File: config.mk
export PLATFORM = sky130hd
export DESIGN_NAME = hazard_stall_ctrl
export DESIGN_NICKNAME = d
export VERILOG_FILES = /design/src/rtl/hazard_stall_ctrl.sv
export SDC_FILE = /design/constraint.sdc
export NUM_CORES = 1
export LEC_CHECK = 0
export ABC_AREA = 1
export CAP_MARGIN = 20
export CORE_ASPECT_RATIO = 0.6
export CORE_UTILIZATION = 45
export DETAILED_ROUTE_END_ITERATION = 6
export PLACE_DENSITY = 0.86
export RECOVER_POWER = 50
export SLEW_MARGIN = 20
export SYNTH_ARGS = -nofsm -noshare
export SYNTH_HDL_FRONTEND = slang
export SYNTH_SLANG_ARGS = --single-unit
File: constraint.sdc
create_clock -name clk -period 1.88 [get_ports clk]
set_input_delay 0.188 -clock clk [delete_from_list [all_inputs] [get_ports clk]]
set_output_delay 0.188 -clock clk [all_outputs]
set_load 0.02 [all_outputs]
File: src/rtl/hazard_stall_ctrl.sv
// Load-use / memory-freeze stall controller between ID and EX.
// Drives PC/IF/ID hold, ID/EX bubble and EX/MEM hold, plus a saturating stall counter.
module hazard_stall_ctrl #(
    parameter int unsigned REG_W     = 3,
    parameter int unsigned LU_CYCLES = 1,
    parameter int unsigned CNT_W     = 16,
    parameter int unsigned ZERO_REG  = 0
) (
    input  logic             clk,
    input  logic             rst,
    input  logic [REG_W-1:0] id_rs,
    input  logic [REG_W-1:0] id_rt,
    input  logic             id_rs_valid,
    input  logic             id_rt_valid,
    input  logic [REG_W-1:0] ex_rd,
    input  logic             ex_mem_read,
    input  logic             ex_reg_write,
    input  logic             mem_busy,
    input  logic             mem_done,
    input  logic             flush,
    output logic             pc_hold,
    output logic             ifid_hold,
    output logic             idex_bubble,
    output logic             exmem_hold,
    output logic [1:0]       state,
    output logic [CNT_W-1:0] stall_cycles
);

    localparam int unsigned LU_CNT_W = $clog2(LU_CYCLES) + 1;

    typedef enum logic [1:0] {
        IDLE     = 2'b00,
        LU_WAIT  = 2'b01,
        MEM_WAIT = 2'b10
    } state_t;

    state_t              r_state;
    state_t              w_next_state;
    logic [LU_CNT_W-1:0] r_lu_cnt;
    logic [LU_CNT_W-1:0] w_lu_cnt_next;
    logic [CNT_W-1:0]    r_stall_cnt;

    logic w_rs_hit;
    logic w_rt_hit;
    logic w_zero_kill;
    logic w_hazard;
    logic w_mem_stall;
    logic w_pc_hold;
    logic w_ifid_hold;
    logic w_idex_bubble;
    logic w_exmem_hold;

    // Load-use hazard: EX load writing a register that ID actually reads
    assign w_rs_hit    = id_rs_valid && (id_rs == ex_rd);
    assign w_rt_hit    = id_rt_valid && (id_rt == ex_rd);
    assign w_zero_kill = (ZERO_REG != 0) && (ex_rd == '0);
    assign w_hazard    = ex_mem_read && ex_reg_write && (w_rs_hit || w_rt_hit) && !w_zero_kill;

    // busy together with done is a zero-wait access and never freezes
    assign w_mem_stall = mem_busy && !mem_done;

    always_ff @(posedge clk or negedge rst) begin
        if (!rst) begin
            r_state     <= IDLE;
            r_lu_cnt    <= '0;
            r_stall_cnt <= '0;
        end else begin
            r_state  <= w_next_state;
            r_lu_cnt <= w_lu_cnt_next;
            if (pc_hold && (r_stall_cnt != '1)) begin
                r_stall_cnt <= r_stall_cnt + CNT_W'(1);
            end
        end
    end

    always_comb begin
        w_next_state  = r_state;
        w_lu_cnt_next = r_lu_cnt;
        w_pc_hold     = 1'b0;
        w_ifid_hold   = 1'b0;
        w_idex_bubble = 1'b0;
        w_exmem_hold  = 1'b0;

        case (r_state)
            IDLE: begin
                if (w_mem_stall) begin
                    w_pc_hold    = 1'b1;
                    w_ifid_hold  = 1'b1;
                    w_exmem_hold = 1'b1;
                    w_next_state = MEM_WAIT;
                end else if (flush) begin
                    w_next_state = IDLE;
                end else if (w_hazard) begin
                    w_pc_hold     = 1'b1;
                    w_ifid_hold   = 1'b1;
                    w_idex_bubble = 1'b1;
                    if (LU_CYCLES > 1) begin
                        w_lu_cnt_next = LU_CNT_W'(LU_CYCLES - 1);
                        w_next_state  = LU_WAIT;
                    end
                end
            end

            LU_WAIT: begin
                if (w_mem_stall) begin
                    // Pending load-use count is dropped; hazard re-evaluated after the freeze
                    w_pc_hold     = 1'b1;
                    w_ifid_hold   = 1'b1;
                    w_exmem_hold  = 1'b1;
                    w_lu_cnt_next = '0;
                    w_next_state  = MEM_WAIT;
                end else begin
                    w_pc_hold     = 1'b1;
                    w_ifid_hold   = 1'b1;
                    w_idex_bubble = 1'b1;
                    if (flush || (r_lu_cnt <= LU_CNT_W'(1))) begin
                        w_lu_cnt_next = '0;
                        w_next_state  = IDLE;
                    end else begin
                        w_lu_cnt_next = r_lu_cnt - LU_CNT_W'(1);
                    end
                end
            end

            MEM_WAIT: begin
                if (mem_done) begin
                    w_next_state = IDLE;
                end else begin
                    w_pc_hold    = 1'b1;
                    w_ifid_hold  = 1'b1;
                    w_exmem_hold = 1'b1;
                end
            end

            default: begin
                w_next_state  = IDLE;
                w_lu_cnt_next = '0;
            end
        endcase
    end

    // Enables are forced low for the whole time reset is held
    assign pc_hold      = rst && w_pc_hold;
    assign ifid_hold    = rst && w_ifid_hold;
    assign idex_bubble  = rst && w_idex_bubble;
    assign exmem_hold   = rst && w_exmem_hold;
    assign state        = r_state;
    assign stall_cycles = r_stall_cnt;

endmodule

==> results.ini, run 1 <==
[layout]
multi_input_area_um2 = 677
n_fill_cell = 227
synthToLayoutAreaGrowth_pct = 41.1
nets = 245
drive_gt1_share_pct = 8.89
regArea_um2 = 425
design_area_mm2 = 0.00171
layout_commonest_cell = nand2_1
antennaDiodeCount = 0
final_cell_mix = 69 x nand2_1, 25 x nand3_1, 24 x clkdlybuf4s50_1, 19 x inv_1, 17 x dfrtp_1

[setup_path]
crit_path_end_kind = output port
cp-start-kind = input pin
crit_chain = dlygate4sd3_1, a21boi_1, nand2_1, inv_1, dlygate4sd2_1
cp_data_required_time_ns = 1.69
worst_path_max_delay_cell = dlygate4sd3_1
cp_max_fo = 2
crit_buf_inv = 3
critPathArrivalTime_ns = 1.55
setup.worst_path.class = in2out
path_delay_family = buffers and inverters
max_stage_delay_ns = 0.56

[routing]
wirelength_um = 3240
route.met3.wl_um = 240
drt_first_pass_iters = 4
antenna_left = 0
detail_route.wl_per_cell_um = 12.6
dr_wl_met2_um = 1400
drt-vias-per-instance = 4.95
drc = 0
met1_length_um = 1570
drt_iter0_drc = 98
routed.top_layer = met4
vias = 1273

[yosys]
synth_area_mm2 = 0.00121
avgSynthCellArea_um2 = 6.80
ys_ff_latch = 17
ys_warn_count = 0
synthCells = 178
synth.distinct_cells = 22
yosysSeqAreaShare_pct = 35.2
synth_nets = 197

[floorplanning]
dieArea_mm2 = 0.00291
rows = 14
start_util_pct = 48.0
coreArea_mm2 = 0.00252
fp.dieW_um = 68.9
fp.dieH_um = 42.2
ios = 40

[worst_hold_path]
min_path_type = in2reg

[placement]
gp_congestion = 0.962
dp_slack_ns = -0.237
hpwlAfterDp_um = 2460
placed_area_mm2 = 0.00168
io_buffers = 38

[power_and_ir_drop]
ir_worst_vdd_uv = 450
p_leak_nw = 0.924
p_per_area_mw_per_mm2 = 672
p_total_w = 0.00115

[outcome]
status = complete, no violations

[cts]
cts_buffer_depth = 2
clk-insertion-delay-late_ns = 0.26
cts_root_buf = clkbuf_8
htreeDepth = 1
cts.sinks = 17
cts_buffers = 3
clk_pin_slew_ns = 0.07
cts_tree = yes

[global_route]
grt_pass1_vias = 1114
grt_pass1_wl_um = 5180
track_usage_pct = 24.5
antenna_found_initial = 0
grt_max_degree = 18
gr-total-overflow = 0

[timing]
setup_slack_ns = 0.138
slew_headroom_pct = 31.8
max_freq_ghz = 0.574
fin_crit_ns = 1.74
period_share_pct = 92.7
tightest_slew_ns = 1.02
rsz0062_at_grt = false
finalMaxSlewViolations = 0
setup_viol_count_final = 0
finalHoldViolCount = 0
finalClockSkew_ns = 0.00444

[run]
maxCapViolCount = 0

-- area by class of cell --
cell class / count / share of cell area, %
Timing Repair Buffer: 48 / 26.2
Inverter: 19 / 4.18
Clock buffer: 4 / 2.64
Multi-Input combinational cell: 137 / 39.7
Sequential cell: 17 / 24.9
Tap cell: 32 / 2.35
-- where the power goes --
group	total [W]	internal, W	switching, W
sequential	0.000460	0.000409	0.0000505
combinational	0.000407	0.000192	0.000215
clock	0.000280	0.000151	0.000130
total	0.00115	0.000752	0.000395
-- per-layer routing --
layer / up-vias / global-route usage, %
met5: - / 0
met4: 0 / 7.76
met3: 4 / 6.25
met2: 51 / 35.0
met1: 570 / 35.8
li1: 648 / -
-- sequential cells by signal, indices dropped and copies added, names as in the netlist --
signal / flops
stall_cycles: 16
state: 1
-- per-stage QoR --
stage	TNS (ns)	hold slack, ns	utilization [%]	cells
after floorplan	0	-0.108	-	178
after global placement	-1.65	0.511	66.7	253
after detailed placement	-1.95	0.516	66.7	253
after CTS	0	0.430	68.3	257
after global routing	0	0.516	67.7	257
final	0	0.495	67.7	257
-- synthesized netlist by cell type --
master	n	share of area, %
a21boi_0	1	0.62
a21oi_1	1	0.41
buf_2	2	0.83
buf_4	2	1.2
buf_6	1	0.93
conb_1	1	0.31
dfrtp_1	17	35
ha_1	1	1.0
inv_1	19	5.9
nand2_1	69	21
nand2_2	1	0.52
nand2_4	1	0.93
nand3_1	25	10
nand4_1	3	1.6
nand4_4	1	1.8
nor2_1	16	5.0
nor2_4	1	0.93
nor3_1	1	0.41
nor3b_4	1	1.6
o21ai_0	3	1.2
xnor2_1	7	5.1
xor2_1	4	2.9
-- worst min-delay path: stages --
cell	delay, ns
clkdlybuf4s50_1	0.40
inv_1	0.07
a21oi_1	0.06
-- kinds of logic (layout without fill, tap and decap cells) --
group / Yosys count / after routing / share of synthesized area, %
AND/OR/NAND/NOR: 119 / 119 / 44.4
buffers and inverters: 24 / 71 / 8.89
flip-flops: 17 / 17 / 35.2
XOR/XNOR: 11 / 11 / 7.96
AO/OA/AOI/OAI: 5 / 5 / 2.27
adder cells (fa/ha/maj): 1 / 1 / 1.03
other: 1 / 1 / 0.310
-- what timing repair did --
item | in CTS | in global routing
hold buffers | 0 | 0
gates resized for setup | 5 | 6
buffers inserted | 0 | 0
hold endpoints to repair | 0 | 0
endpoints found under the setup margin | 4 | 3
-- worst paths after layout --
kind                                        from               end  slack, ns  depth (start not counted)
max in group asynchronous                    rst  stall_cycles[10]       0.45                          3
min in group asynchronous                    rst   stall_cycles[3]       0.81                          3
worst min-delay path                    mem_busy          state[1]       0.50                          3
worst max register to register   stall_cycles[1]  stall_cycles[12]       0.23                          9
worst min register to register  stall_cycles[15]  stall_cycles[15]       0.54                          2
worst max-delay path                         rst        exmem_hold       0.14                          5
(Power assumes the default switching activity.)
==> run 2, diff against run 1 <==
CORE_MARGIN = 4   (was unset)
RECOVER_POWER = 100   (was 50)
==> run 2 against run 1 <==
Clock skew fell by 0.00079 ns. Largest power group unchanged. First-iteration DRC count rose by 77%. Global-route usage fell by 4.5 points. Worst hold slack got worse by 0.0092 ns. Via count rose by 1.3%. Die area rose by 24%. Register-to-register slack got worse by 0.02 ns. Fmax rose by 4.0%. Sequential power barely moved. Clock power barely moved. Non-clock buffer count rose by 1. Sequential cell count did not move.
==> results.ini, run 2 (same netlist as run 1, synthesis figures left out) <==
[cts]
cts_tree = yes
cts.sinks = 17
cts_buffer_depth = 2
clk-insertion-delay-late_ns = 0.26
cts_root_buf = clkbuf_8
cts_hold_buffers = 0
clk_pin_slew_ns = 0.07
cts_buffers = 3
htreeDepth = 1

[routing]
drc = 0
antenna_left = 0
wirelength_um = 3270
drt-vias-per-instance = 5.00
drt_iter0_drc = 173
detail_route.wl_per_cell_um = 12.7
drt_first_pass_iters = 4
vias = 1289

[global_route]
grt_pass1_wl_um = 5440
use_met2_pct = 31.1
use_met1_pct = 29.0
grt_pass1_vias = 1154
track_usage_pct = 20.1
gr-total-overflow = 0
antenna_found_initial = 0
grt_max_degree = 18
grt_use_met3_pct = 4.94
busiest_layer = met2

[setup_path]
cp_data_required_time_ns = 1.69
cp-start-kind = input pin
crit_path_end_kind = output port
setup.worst_path.class = in2out
cp_max_fo = 2
critPathArrivalTime_ns = 1.49

[layout]
final_cell_mix = 69 x nand2_1, 25 x nand3_1, 19 x inv_1, 18 x dlygate4sd3_1, 17 x dfrtp_1
regArea_um2 = 425
multi_input_area_um2 = 677
antennaDiodeCount = 0
drive_gt1_share_pct = 9.29
largest_reg_flops = 16
synthToLayoutAreaGrowth_pct = 42.0
n_fill_cell = 228
nets = 246
layout_commonest_cell = nand2_1

[floorplanning]
fp.dieW_um = 74.9
coreArea_mm2 = 0.00254
dieArea_mm2 = 0.00361
start_util_pct = 47.6
rows = 14
ios = 40
fp.dieH_um = 48.2

[outcome]
status = complete, no violations

[power_and_ir_drop]
p_leak_nw = 0.954
p_total_w = 0.00113
ir_worst_vdd_uv = 475
p_per_area_mw_per_mm2 = 658

[timing]
finalMaxSlewViolations = 0
setup_viol_count_final = 0
slew_headroom_pct = 38.5
tightest_slew_ns = 0.922
max_freq_ghz = 0.597
setup_slack_ns = 0.205
fin_crit_ns = 1.67
finalHoldViolCount = 0
period_share_pct = 89.1
rsz0062_at_grt = false
finalClockSkew_ns = 0.00365

[run]
maxCapViolCount = 0

[placement]
dp_slack_ns = -0.204
io_buffers = 38
hpwlAfterDp_um = 2550
gp_congestion = 0.886

[worst_hold_path]
min_path_type = in2reg

==> run 2: changes by cell type in the layout (fill, tap and decap cells not counted), sizes merged <==
cell	change
dlygate4sd3	+8
clkdlybuf4s50	-8
buf	+1
==> run 2: final cells by class <==
type,count,area share (%)
Timing Repair Buffer,49,26.7
Tap cell,32,2.33
Multi-Input combinational cell,137,39.4
Inverter,19,4.15
Sequential cell,17,24.8
Clock buffer,4,2.62
==> run 2: final timing paths <==
kind	slack (ns)	depth (start not counted)	end	from
worst max-delay path	0.21	5	exmem_hold	rst
worst min-delay path	0.49	3	state[1]	mem_busy
worst max register to register	0.21	9	stall_cycles[12]	stall_cycles[0]
worst min register to register	0.55	2	state[1]	state[1]
max in group asynchronous	0.56	3	stall_cycles[15]	rst
min in group asynchronous	0.76	3	stall_cycles[3]	rst
==> run 2: where the power goes <==
group / internal (W) / switching, W
sequential: 0.000409 / 0.0000532
clock: 0.000151 / 0.000131
combinational: 0.000181 / 0.000206
==> run 2: worst max-delay path: stages <==
cell and delay [ns]:
dlygate4sd3_1 0.56, a21boi_1 0.22, nand2_1 0.12, inv_1 0.08, dlygate4sd2_1 0.33
==> run 2: per-layer routing <==
metal | part of all wire (%) | up-vias
met5 | 0 | -
met4 | 0.76 | 0
met3 | 7.9 | 6
met2 | 45 | 55
met1 | 46 | 568
li1 | - | 660
==> run 2: through the flow <==
step                util (%)  cells  area, µm²  hold slack [ns]  TNS, ns
finish                  67.6    258       1720            0.486        0
global route            67.6    258       1720            0.516        0
CTS                     68.1    258       1730            0.428        0
detailed placement      66.5    254       1690            0.550    -1.54
global placement        66.5    254       1690            0.506   -0.523
floorplan                  -    178       1210           -0.108        0
==> run 2: timing repair <==
item,4_1_cts,5_1_grt
setup buffers,0,0
setup endpoints to repair,4,13
resized for setup,5,7
